## src/rtl/example_1_pkg.sv

```systemverilog
// Shared constants and the reference evaluation of the D/E cell.
package example_1_pkg;

    localparam int NUM_COMBOS      = 8;
    localparam int MAX_PIPE_STAGES = 4;

    // Returns {D, E} for one input combination.
    function automatic logic [1:0] eval_d_e(input logic a, input logic b, input logic c);
        return {(a & b) | ~c, ~c};
    endfunction

endpackage

```

## src/rtl/example_1_logic.sv

```systemverilog
// Pure gate network: d_comb = (a & b) | ~c, e_comb = ~c.
module example_1_logic (
    input  logic a,
    input  logic b,
    input  logic c,
    output logic d_comb,
    output logic e_comb
);

    logic w1;

    and u_and (w1, a, b);
    not u_not (e_comb, c);
    or  u_or  (d_comb, w1, e_comb);

endmodule

```

## src/rtl/example_1_circuit.sv

```systemverilog
// D/E logic cell with a PIPE_STAGES-deep output pipeline and an input
// coverage tracker over the 8 {a,b,c} combinations.
module example_1_circuit
    import example_1_pkg::*;
#(
    parameter int PIPE_STAGES = 1
) (
    input  logic       clk,
    input  logic       rst_n,
    input  logic       a,
    input  logic       b,
    input  logic       c,
    input  logic       in_valid,
    output logic       d_comb,
    output logic       e_comb,
    output logic       d,
    output logic       e,
    output logic       out_valid,
    output logic [7:0] seen_mask,
    output logic       all_seen
);

    generate
        if (PIPE_STAGES < 1 || PIPE_STAGES > MAX_PIPE_STAGES) begin : g_bad_stages
            $error("example_1_circuit: PIPE_STAGES must be in 1..%0d", MAX_PIPE_STAGES);
        end
    endgenerate

    example_1_logic u_logic (
        .a      (a),
        .b      (b),
        .c      (c),
        .d_comb (d_comb),
        .e_comb (e_comb)
    );

    // Index 0 of each *_pipe view is the live input; 1..PIPE_STAGES are registers.
    logic [PIPE_STAGES:1] vld_q, d_q, e_q;
    logic [PIPE_STAGES:0] vld_pipe, d_pipe, e_pipe;

    assign vld_pipe = {vld_q, in_valid};
    assign d_pipe   = {d_q, d_comb};
    assign e_pipe   = {e_q, e_comb};

    // Unconditional shift every clock; data moves even when in_valid is low.
    always_ff @(posedge clk or negedge rst_n) begin
        if (!rst_n) begin
            vld_q <= '0;
            d_q   <= '0;
            e_q   <= '0;
        end else begin
            vld_q <= vld_pipe[PIPE_STAGES-1:0];
            d_q   <= d_pipe[PIPE_STAGES-1:0];
            e_q   <= e_pipe[PIPE_STAGES-1:0];
        end
    end

    assign out_valid = vld_pipe[PIPE_STAGES];
    assign d         = d_pipe[PIPE_STAGES];
    assign e         = e_pipe[PIPE_STAGES];

    logic [NUM_COMBOS-1:0] seen_q;
    logic [2:0]            combo_idx;

    assign combo_idx = {a, b, c};

    // Sticky coverage: each valid sample sets the bit of its combination.
    always_ff @(posedge clk or negedge rst_n) begin
        if (!rst_n) begin
            seen_q <= '0;
        end else if (in_valid) begin
            seen_q <= seen_q | (NUM_COMBOS'(1) << combo_idx);
        end
    end

    assign seen_mask = seen_q;
    assign all_seen  = &seen_q;

endmodule

```

## config.mk

```make
export PLATFORM = sky130hd
export DESIGN_NAME = example_1_circuit
export DESIGN_NICKNAME = d
export VERILOG_FILES = /design/src/rtl/example_1_pkg.sv /design/src/rtl/example_1_logic.sv /design/src/rtl/example_1_circuit.sv
export SDC_FILE = /design/constraint.sdc
export NUM_CORES = 1
export LEC_CHECK = 0
export CAP_MARGIN = 10
export CORE_AREA = 3 3 40 42
export CTS_BUF_LIST = sky130_fd_sc_hd__clkbuf_8
export DETAILED_ROUTE_END_ITERATION = 8
export DIE_AREA = 0 0 43 45
export DONT_BUFFER_PORTS = 1
export GPL_TIMING_DRIVEN = 1
export SLEW_MARGIN = 30
export SYNTH_ARGS = -nofsm -noshare
export SYNTH_HDL_FRONTEND = slang
export SYNTH_SLANG_ARGS = --single-unit
```

## constraint.sdc

```tcl
create_clock -name clk -period 0.8 [get_ports clk]
set_input_delay 0.04 -clock clk [delete_from_list [all_inputs] [get_ports clk]]
set_output_delay 0.04 -clock clk [all_outputs]
set_load 0.02 [all_outputs]
```

# After elaboration in Yosys (flattened, before gate mapping)
# Index checks and enable logic that the tools add are counted.
[classes]
n_shift = 1
bitwise_logic = 4
reduce_logical = 1
[ops]
columns = ["cell", "n"]
rows = [
  ["8-bit OR", 1],
  ["8-bit AND reduction", 1],
  ["1-bit by 3-bit << shifter with 8-bit output (first input constant)", 1],
  ["1-bit bitwise AND", 1],
  ["1-bit inverter", 1],
  ["1-bit OR", 1],
]
[word_totals]
register_bits = 11
inputBits = 6
elab_cells = 10

# Logic depth before layout (Yosys ltp)
[logic_depth]
ltp_word = 2
depth_mapped = 2
ltp_nobuf = 2

# By module
# A second synthesis with hierarchy kept.
[hier_totals]
cells_unflattened = 28
hier_area_um2 = 402.9
[modules_own_cells]
columns = ["mod", "instances", "cells_per_inst", "area_each_um2", "seq_area_each_um2"]
rows = [
  ["example_1_circuit", 1, 26, 389.1, 275.3],
  ["example_1_logic", 1, 2, 13.8, 0.0],
]

# Least setup slack after synthesis
# Ideal clock, no wire load.
[synth_path]
path_kind = "flip-flop to output port"
from = "reg seen_q[7], in the netlist seen_mask[7]"
to = "out all_seen"
arrival_ns = 0.877
t_required_ns = 0.760
slack_ns = -0.117
stages_incl_launch_ff = 3
path_buffers = 0
path_cell_list = "dfrtp_1 -> nand4_1 -> nor2_1"
[synth_between]
elab_chain_len = 1
[synth_lines]
columns = ["element", "line_no", "rtl"]
rows = [
  ["start, declared", "example_1_circuit.sv:62", "logic [NUM_COMBOS-1:0] seen_q;"],
  ["start signal, assigned", "example_1_circuit.sv:72", "seen_q <= seen_q | (NUM_COMBOS'(1) << combo_idx);"],
  ["8-bit AND reduction", "example_1_circuit.sv:77", "assign all_seen = &seen_q;"],
  ["end, declared", "example_1_circuit.sv:20", "output logic all_seen"],
]
# Every way passes these cells.

# Final worst setup path
# Same ends and word-level chain as after synthesis.

==> flow_summary_export.csv <==
group,metric,value,unit
critical_path,path_buf_inv,0,
critical_path,arrival,0.98,ns
placement,placement.io_buffers,0,
synthesis,synth-seq-area-share,0.701,
pwr,ir_drop,0.732,mV
clocking,clk_latency,0.23,ns
critical_path,crit_path_max_fanout,3,
final_layout,syn_to_final_growth,85.0,%
synthesis,avgSynthCellArea,14.0,sq um
sta,fin_hold_ws,-0.00276,ns
grt,grt_pass1_vias,423,
floorplanning,die_area,0.00194,sq mm
drt,wl_per_cell,20.0,microns
clocking,h-tree-depth,1,
synthesis,syn_nets,34,
sta,post-route-period-util,1.27,
drt,vias,387,
critical_path,crit_path_start_kind,"register",
placement,gp_routability_congestion,0.728,
hold_path,hold_path_class,"input port to register",
grt,grt_usage,0.154,
sta,rsz0062_at_grt,"true",
synthesis,synth_cell_types,9,
clocking,cts_tree,"built",
floorplanning,die_w,43,microns
critical_path,rr_startpoint,"seen_mask[3]",
sta,min_period,1.02,ns
sta,finalClockSkew,0,ns
final_layout,final_cell_mix,"11 x buf_6, 8 x dfrtp_2, 7 x buf_4, 6 x dlygate4sd3_1",
synthesis,synthesis.area,393,sq um
sta,setup_viol_count_final,15,
critical_path,worstReg2RegEnd,"seen_mask[3]",
sta,worstMarginPinSlew,0.494,ns
sta,final_max_slew_viol_count,0,
grt,grt_max_degree,12,
critical_path,crit_path_end_kind,"output port",
final_layout,final_common_cell,"buf_6",
clocking,clock_sinks,11,
final_layout,diodes,0,
clocking,clockBufferDepth,2,
critical_path,crit_slowest_cell,"dfrtp_2",
clocking,root_buffer,"clkbuf_8",
drt,first_pass_iters,4,
floorplanning,pin_count,20,
sta,fin_setup_tns,-1.49,ns
critical_path,worstPathCellList,"nand4_1, nor2_4",
synthesis,yosysWarningCount,0,
flow_run,cap_violations,0,
critical_path,slowest_delay,0.37,ns
critical_path,crit_family,"simple AND/OR/NAND/NOR gates",
pwr,p_per_area,2010,mW/mm^2
pwr,p_leak,0.323,nW
sta,final-hold-violation-count,2,
sta,postLayoutSetupSlackWorst,-0.219,ns
floorplanning,start_util,0.306,
final_layout,drive_gt1_frac,0.561,
sta,slew_headroom,0.669,
critical_path,critPathKind,"register to output port",
floorplanning,fp.coreArea,0.00128,sq mm
outcome,violations,"hold timing, setup timing",
clocking,cts_inserted_buffers,3,
sta,fmax,981,MHz
critical_path,crit_required,0.76,ns
drt,routed_wl,1.44,mm
synthesis,synth-seq-cells,11,
outcome,status,"complete, but fails checks",
final_layout,nNetsFinal,64,
clocking,path_clk_slew,0.05,ns
drt,drc,0,
floorplanning,dieHeight,45,microns
grt,grt_pass1_wl,2.06,mm
hold_path,hold_depth,1,
critical_path,rrSetupSlack,-0.06,ns
critical_path,ff2ff_path_depth,2,
drt,drtIter0Drc,9,
drt,antenna_left,0,
synthesis,synthCells,28,
drt,via_per_inst,5.38,
grt,antenna_found_initial,0,
grt,grt_overflow,0,
floorplanning,num_rows,13,
hold_path,min_from,"c",
hold_path,min_to,"seen_mask[7]",
power breakdown:
part           leakage, nW  switching (W)  internal [W]
Clock               0.0269       0.000205      0.000337
Combinational        0.192       0.000153      0.000141
Sequential           0.103      0.0000349      0.000592
Total                0.323       0.000393       0.00107
worst register-to-register path, stage by stage (launching register included):
cell,delay (ns)
dfrtp_2,0.42
buf_6,0.12
a41o_1,0.20
cells in the mapped netlist:
library cell / n / area share
a21o_1: 1 / 0.019
dfrtp_1: 11 / 0.70
nand4_1: 2 / 0.032
inv_1: 3 / 0.029
a31o_1: 4 / 0.089
a41o_1: 3 / 0.076
o21ai_1: 1 / 0.013
nor2b_2: 1 / 0.022
nor2_1: 2 / 0.019
state kept, by name, summed over array words and instances, names as in the netlist:
name / flops
seen_mask: 8
e: 1
d: 1
out_valid: 1
metal layers:
| metal | up-vias | track usage | part of all wire | wire (microns) |
|---|---|---|---|---|
| met5 | - | 0 | 0 | 0 |
| met4 | 0 | 0.0964 | 0.012 | 18 |
| met3 | 4 | 0.0637 | 0.096 | 139 |
| met2 | 29 | 0.281 | 0.53 | 759 |
| met1 | 192 | 0.142 | 0.36 | 524 |
| li1 | 162 | - | - | - |
worst max-delay path by stage:
stage / start / endpoint / slack (ns) / cells past startpoint
6_report: seen_mask[7] / all_seen / -0.22 / 2
3_5_place_dp: seen_mask[7] / all_seen / 0.03 / 2
3_3_place_gp: seen_mask[0] / all_seen / 0.06 / 2
5_1_grt: seen_mask[4] / all_seen / -0.24 / 2
2_1_floorplan: seen_mask[7] / all_seen / 0.008 / 2
4_1_cts: seen_mask[4] / all_seen / -0.20 / 2
final cells by class:
cell class	instances	area, sq um
fillers	100	558
inverters	3	11.3
flip-flops and latches	11	285
multi-input cells	14	118
clock buffers	3	41.3
repair buffers	25	249
clock inverters	1	3.75
well taps	15	18.8
stage by stage:
stage	area (sq um)	utilization	cells	total power, W	setup slack (ns)
after global routing	727	0.566	72	0.00153	-0.243
after global placement	497	0.387	52	0.000808	0.0630
after CTS	656	0.510	66	0.00143	-0.201
after floorplan	410	-	28	0.000754	0.00825
final	727	0.566	72	0.00146	-0.219
after detailed placement	497	0.387	52	0.000815	0.0284
what timing repair did:
| item | in CTS | in global routing |
|---|---|---|
| resized for setup | 7 | 6 |
| pin swaps | 3 | 2 |
| hold buffers | 5 | 2 |
| hold endpoints to repair | 21 | 1 |
| setup endpoints to repair | 9 | 15 |
| buffers inserted | 5 | 4 |
cell families (layout without fill, tap and decap cells):
group,after synthesis,count (layout),share of synthesized area
compound gates,9,9,0.197
buf+inv,3,32,0.0287
flops,11,11,0.701
simple gates,5,5,0.0733
(Power assumes the default switching activity.)
